$ cat src/rtl/zilla_loader_pkg.sv
// Shared definitions for the GPR UART loader: parser states, default frame header
// and the bytes-per-word helper.
package zilla_loader_pkg;

  typedef enum logic [2:0] {
    IDLE  = 3'd0,
    IDX   = 3'd1,
    DATA  = 3'd2,
    CSUM  = 3'd3,
    WRITE = 3'd4
  } loader_state_t;

  localparam logic [7:0] FRAME_HDR_DEFAULT = 8'hA5;

  function automatic int nbytes(input int data_width);
    return data_width / 8;
  endfunction

endpackage

$ cat src/rtl/loader_timeout_ctr.sv
// Inter-byte idle counter for the loader; flags expiry when the idle gap reaches
// TIMEOUT_CYCLES-1 while enabled.
module loader_timeout_ctr #(
  parameter int TIMEOUT_CYCLES = 1024
) (
  input  logic reg_clk,
  input  logic reg_rst,
  input  logic clear,
  input  logic enable,
  output logic expired
);

  localparam int CW = (TIMEOUT_CYCLES > 2) ? $clog2(TIMEOUT_CYCLES) : 1;
  localparam logic [CW-1:0] TERM = CW'(TIMEOUT_CYCLES - 1);

  logic [CW-1:0] cnt_q;

  assign expired = enable && (cnt_q == TERM);

  always_ff @(posedge reg_clk or posedge reg_rst) begin
    if (reg_rst) begin
      cnt_q <= '0;
    end else if (clear) begin
      cnt_q <= '0;
    end else if (enable && !expired) begin
      cnt_q <= cnt_q + 1'b1;
    end
  end

endmodule

$ cat src/rtl/gpr_uart_loader.sv
// Parses header/index/little-endian data frames from a UART byte stream into single-cycle
// GPR writes. Define GPR_LOADER_CSUM_EN to require a trailing XOR checksum byte.
//
// state | meaning
// IDLE  | hunting for FRAME_HDR, other bytes dropped
// IDX   | expecting the register index byte
// DATA  | collecting NBYTES data bytes, LSB first
// CSUM  | expecting the XOR checksum byte (GPR_LOADER_CSUM_EN only)
// WRITE | strobe cycle, byte input stalled
module gpr_uart_loader
  import zilla_loader_pkg::*;
#(
  parameter int         DATA_WIDTH     = 32,
  parameter int         GPR_ADDR_WIDTH = 5,
  parameter logic [7:0] FRAME_HDR      = FRAME_HDR_DEFAULT,
  parameter int         TIMEOUT_CYCLES = 1024
) (
  input  logic                      reg_clk,
  input  logic                      reg_rst,
  input  logic [7:0]                rx_data_i,
  input  logic                      rx_valid_i,
  output logic                      rx_ready_o,
  output logic [GPR_ADDR_WIDTH-1:0] uart_rd,
  output logic                      uart_rd_valid,
  output logic [DATA_WIDTH-1:0]     uart_data,
  output logic                      busy_o,
  output logic                      frame_err_o,
  output logic [7:0]                load_cnt_o
);

  localparam int NBYTES = nbytes(DATA_WIDTH);
  localparam int BCW    = (NBYTES > 1) ? $clog2(NBYTES) : 1;
  localparam logic [BCW-1:0] LAST_BYTE = BCW'(NBYTES - 1);

  loader_state_t             state_q, state_d;
  logic [BCW-1:0]            bcnt_q;
  logic [GPR_ADDR_WIDTH-1:0] idx_q;
  logic [DATA_WIDTH-1:0]     shadow_q, shadow_d;
  logic                      accept, abort, finish, in_frame, expired;
`ifdef GPR_LOADER_CSUM_EN
  logic [7:0]                csum_q;
`endif

  assign rx_ready_o = (state_q != WRITE);
  assign busy_o     = (state_q != IDLE);
  assign accept     = rx_valid_i && rx_ready_o;
  assign in_frame   = (state_q == IDX) || (state_q == DATA) || (state_q == CSUM);

  loader_timeout_ctr #(
    .TIMEOUT_CYCLES(TIMEOUT_CYCLES)
  ) u_timeout (
    .reg_clk(reg_clk),
    .reg_rst(reg_rst),
    .clear  (accept || !in_frame),
    .enable (in_frame),
    .expired(expired)
  );

  always_comb begin
    state_d  = state_q;
    abort    = 1'b0;
    finish   = 1'b0;
    shadow_d = shadow_q;
    case (state_q)
      IDLE: begin
        if (accept && (rx_data_i == FRAME_HDR)) state_d = IDX;
      end
      IDX: begin
        if (accept) begin
          if ((rx_data_i >> GPR_ADDR_WIDTH) != 8'd0) abort = 1'b1;
          else state_d = DATA;
        end else if (expired) begin
          abort = 1'b1;
        end
      end
      DATA: begin
        if (accept) begin
          shadow_d[8*bcnt_q +: 8] = rx_data_i;
          if (bcnt_q == LAST_BYTE) begin
`ifdef GPR_LOADER_CSUM_EN
            state_d = CSUM;
`else
            state_d = WRITE;
            finish  = 1'b1;
`endif
          end
        end else if (expired) begin
          abort = 1'b1;
        end
      end
`ifdef GPR_LOADER_CSUM_EN
      CSUM: begin
        if (accept) begin
          if (rx_data_i == csum_q) begin
            state_d = WRITE;
            finish  = 1'b1;
          end else begin
            abort = 1'b1;
          end
        end else if (expired) begin
          abort = 1'b1;
        end
      end
`endif
      WRITE:   state_d = IDLE;
      default: state_d = IDLE;
    endcase
    if (abort) state_d = IDLE;
  end

  always_ff @(posedge reg_clk or posedge reg_rst) begin
    if (reg_rst) begin
      state_q <= IDLE;
    end else begin
      state_q <= state_d;
    end
  end

  // Outputs are registered on the accepting edge so the strobe lands in the WRITE cycle.
  always_ff @(posedge reg_clk or posedge reg_rst) begin
    if (reg_rst) begin
      bcnt_q        <= '0;
      idx_q         <= '0;
      shadow_q      <= '0;
      uart_rd       <= '0;
      uart_data     <= '0;
      uart_rd_valid <= 1'b0;
      frame_err_o   <= 1'b0;
      load_cnt_o    <= 8'd0;
`ifdef GPR_LOADER_CSUM_EN
      csum_q        <= 8'd0;
`endif
    end else begin
      uart_rd_valid <= 1'b0;
      frame_err_o   <= abort || (finish && (idx_q == '0));
      shadow_q      <= shadow_d;
      if (accept && (state_q == IDX)) begin
        idx_q  <= rx_data_i[GPR_ADDR_WIDTH-1:0];
        bcnt_q <= '0;
`ifdef GPR_LOADER_CSUM_EN
        csum_q <= rx_data_i;
`endif
      end
      if (accept && (state_q == DATA)) begin
        bcnt_q <= bcnt_q + 1'b1;
`ifdef GPR_LOADER_CSUM_EN
        csum_q <= csum_q ^ rx_data_i;
`endif
      end
      if (finish && (idx_q != '0)) begin
        uart_rd       <= idx_q;
        uart_data     <= shadow_d;
        uart_rd_valid <= 1'b1;
        if (load_cnt_o != 8'hFF) load_cnt_o <= load_cnt_o + 8'd1;
      end
    end
  end

endmodule

$ cat config.mk
export PLATFORM = sky130hd
export DESIGN_NAME = gpr_uart_loader
export DESIGN_NICKNAME = d
export VERILOG_FILES = /design/src/rtl/zilla_loader_pkg.sv /design/src/rtl/loader_timeout_ctr.sv /design/src/rtl/gpr_uart_loader.sv
export SDC_FILE = /design/constraint.sdc
export NUM_CORES = 1
export LEC_CHECK = 0
export ABC_AREA = 1
export BUFFER_PORTS_ARGS = -buffer_cell sky130_fd_sc_hd__clkbuf_2
export CAP_MARGIN = 10
export CORE_MARGIN = 3
export CORE_UTILIZATION = 57
export CTS_CLUSTER_SIZE = 28
export DETAILED_ROUTE_END_ITERATION = 7
export GPL_ROUTABILITY_DRIVEN = 0
export MAX_ROUTING_LAYER = met4
export PLACE_DENSITY = 0.8
export SLEW_MARGIN = 40
export SYNTH_ARGS = -nofsm -noshare
export SYNTH_HDL_FRONTEND = slang
export SYNTH_HIERARCHICAL = 1
export SYNTH_SLANG_ARGS = --single-unit
$ cat constraint.sdc
create_clock -name reg_clk -period 3.3 [get_ports reg_clk]
set_input_delay 0.165 -clock reg_clk [delete_from_list [all_inputs] [get_ports reg_clk]]
set_output_delay 0.165 -clock reg_clk [all_outputs]
set_load 0.01 [all_outputs]
==> key figures <==
Synth
  – Simple-gate portion of the synthesized area: 0.313
  – Synth Flop Type: dfrtp_1
  – Synth top area share: 0.539
  – Area leader, netlist: dfrtp_1
  – Post-Synth XOR/XNOR Area: 0.0152
  – Share of flip-flops with an asynchronous set or reset: 1.00
  – Post-Syn Area: around 4600 µm²
  – Register area share after synthesis: 0.539
  – Largest family of logic cells by synthesized area: simple AND/OR/NAND/NOR gates
  – Ys Warns: 6
  – Yosys cell types: 31
  – Synth area leaders: dfrtp_1 54%, nand2_1 17%, nand3_1 5.1%
  – Post-synthesis adder-cell area fraction: 0.0190
  – Post-synth net total: about 570
  – Mux cell area share after synthesis: 0
  – Synth Area in Compound Gates: 0.0590
  – Synth Instances: between 500 and 600
  – EDFF count, synth: 0
  – Register bit total from synthesis: 99
  – Avg Inst Size Synth: about 8.4 µm²

Die
  – Die area: 9180 µm²
  – # IOs: 60
  – Row cnt: 32
  – DIE HEIGHT: roughly 96 µm
  – Die X: 95.8 µm
  – Initial core utilization: 0.592
  – Core area: 7770 µm²

Global route
  – Initial antenna violation count: 0
  – Number of global-route vias before repair: 3542
  – GRT Residual Overflow: 0
  – First-pass GRT wire length: between 15 and 20 mm
  – Largest net degree at the start of global routing: 57
  – GRT Util Overall: 0.243

Min path
  – Hold Path Class: primary input to register
  – Hold Crit Depth: 3
  – Hold Startpoint: rx_data_i[6]
  – WHS Endpoint: shadow_q[6]$_DFF_PP0_

STA
  – Max Fclk: between 400 and 500 MHz
  – Slew HR: 0.548
  – Clock Skew: between 0.01 and 0.015 ns
  – Hold Worst Slack: about 0.14 ns
  – RSZ-0062 raised after global routing: false
  – Final period util: 0.750
  – Setup TNS: 0 ns
  – # setup viols final: 0
  – Final hold violations: 0
  – Actual slew at the worst max-slew pin: around 0.68 ns
  – Tmin final: ~2.5 ns
  – Max Slew Vio Count: 0

CTS
  – CTS Sinks: 99
  – Clk buf depth: 2
  – Root cell of the clock tree: clkbuf_8
  – Cts bufs inserted: 9
  – Clk Latency, worst-skew pair: 0.36 ns
  – Clock transition at path regs: 0.09 ns
  – CTS tree: done
  – H-tree Lvls: 3
  – Post-CTS sizing: 0

Critical path
  – WS Path Type: register to register
  – Crit-path most repeated cell: nand2_1
  – Critical-path cell list: inv_1 > ha_1 > inv_2 > nor2_2 > nand3_1 > o21ai_0 > nand2_1 > nand2_1
  – Required time worst endpoint: 3.60 ns
  – R2R setup slack: 0.83 ns
  – Reg2Reg Capture Point: uart_data[16]$_DFFE_PP0P_
  – CP Launch Type: register
  – Slowest cell on crit path: dfrtp_1
  – Critical path arrival: approximately 2.8 ns
  – R2R cell count: 8
  – Crit. End Element: register
  – Crit-path max FO: 16
  – Origin of the critical flop-to-flop path: bcnt_q[0]$_DFFE_PP0P_
  – Critical Path Max Stage Delay: 0.63 ns

Final layout
  – # fillers: 686
  – Share of cells above drive strength 1: 0.161
  – P&R area growth vs syn: 11.3%
  – Ant diodes: 0
  – Fin util: 0.659
  – Final nets: approximately 620
  – Finished Layout Cells: about 710

Routing
  – Via-to-Cell Ratio: around 5.3
  – DRT Pass-1 Iters: 5
  – Post-route ant nets: 0
  – Routed length per instance: about 14 µm
  – DRC violations left: 0
  – Via count: 3752
  – WL final: 9.98 mm
  – First DRT Iteration DRCs: 304

Place
  – Placed insts: slightly below 700
  – DP HPWL: 7.19 mm
  – Port Buffers: between 50 and 60

Status
  – Status: complete, no violations

Power and ir drop
  – Worst vdd ir: 0.315 mV
  – PwrDens: 565 nW/µm²
  – Pleak: roughly 0.0028 µW

Run
  – Max Cap Violations: 0
how the worst max path moves through the flow:
| stage | startpoint | slack, ns | end |
|---|---|---|---|
| floorplan | reg_rst | 0.83 | bcnt_q[0]$_DFFE_PP0P_ |
| global placement | bcnt_q[0]$_DFFE_PP0P_ | 0.99 | uart_data[19]$_DFFE_PP0P_ |
| detailed placement | bcnt_q[0]$_DFFE_PP0P_ | 0.83 | uart_data[19]$_DFFE_PP0P_ |
| CTS | bcnt_q[0]$_DFFE_PP0P_ | 0.87 | uart_data[16]$_DFFE_PP0P_ |
| global route | bcnt_q[0]$_DFFE_PP0P_ | 0.55 | uart_data[9]$_DFFE_PP0P_ |
| finish | bcnt_q[0]$_DFFE_PP0P_ | 0.83 | uart_data[16]$_DFFE_PP0P_ |
kinds of logic (layout without fill, tap and decap cells):
logic type / Yosys count / in the layout
AOI/OAI and AO/OA: 51 / 51
xor gates and xnor gates: 8 / 8
adders and majority gates: 7 / 7
buffers and inverters: 56 / 117
DFF: 99 / 99
and+or+nand+nor: 327 / 327
sequential cells by signal, indices dropped and copies added, names as in the netlist:
name and cells:
load_cnt_o 8, uart_rd 5, idx_q 5, uart_rd_valid 1, frame_err_o 1, u_timeout/cnt_q 10, state_q 3, uart_data 32
shadow_q 32, bcnt_q 2
cells in the mapped netlist (all sizes together), types with 6 or more instances:
master / n
nand3: 50
nor3: 6
clkbuf: 7
inv: 36
o21ai: 39
ha: 7
nand4: 13
dfrtp: 99
nand2: 219
buf: 11
nor2: 38
per-stage QoR:
step	setup slack [ns]	instance area, µm²	total power, µW
after floorplan	0.828	4600	2010
after global placement	0.992	4940	2180
after detailed placement	0.826	4940	2210
after CTS	0.866	5120	2900
after global routing	0.549	5120	3070
final	0.826	5120	2890
critical path, delay by kind of cell, from the launching register on:
family	cells	cell delay, ns
flops	1	0.63
simple gates	4	0.59
compound gates	1	0.26
buf+inv	2	0.43
fa+ha+maj	1	0.49
routing by layer:
| layer | share of wire | wire length [µm] | up-vias | GRT usage |
|---|---|---|---|---|
| li1 | - | - | 1866 | - |
| met1 | 0.46 | 4550 | 1751 | 0.319 |
| met2 | 0.48 | 4770 | 103 | 0.384 |
| met3 | 0.040 | 401 | 32 | 0.0422 |
| met4 | 0.025 | 245 | 0 | 0.0889 |
| met5 | 0 | 0 | - | - |
placed cells by master, fill, tap and decap left out, drive strengths merged, types with 3 or more instances in the layout:
cell    Yosys  routed
nand2     219     219
dfrtp      99      99
clkbuf      7      70
nand3      50      50
o21ai      39      39
nor2       38      38
inv        36      36
nand4      13      13
ha          7       7
nor3        6       6
clkinv      2       6
a21oi       5       5
o31ai       5       5
xor2        4       4
xnor2       4       4
buf        11       3
power breakdown:
part	internal, µW	switching [µW]
Clock	279	416
Sequential	1350	96.6
Combinational	219	528
Total	1850	1040
repair_timing:
| action | 4_1_cts | 5_1_grt |
|---|---|---|
| hold buffers | 1 | 0 |
| hold endpoints to repair | 43 | 0 |
| buffers inserted | 0 | 0 |
final cells by class:
cell class              instances  area [µm²]  area share
flip-flops and latches         99        2480       0.484
multi-input cells             393        1870       0.365
repair buffers                 63         328      0.0641
inverters                      38         145      0.0284
clock buffers                  11         131      0.0257
well taps                     102         128      0.0249
clock inverters                 5        38.8     0.00758
Power figures use the tool's default switching activity.
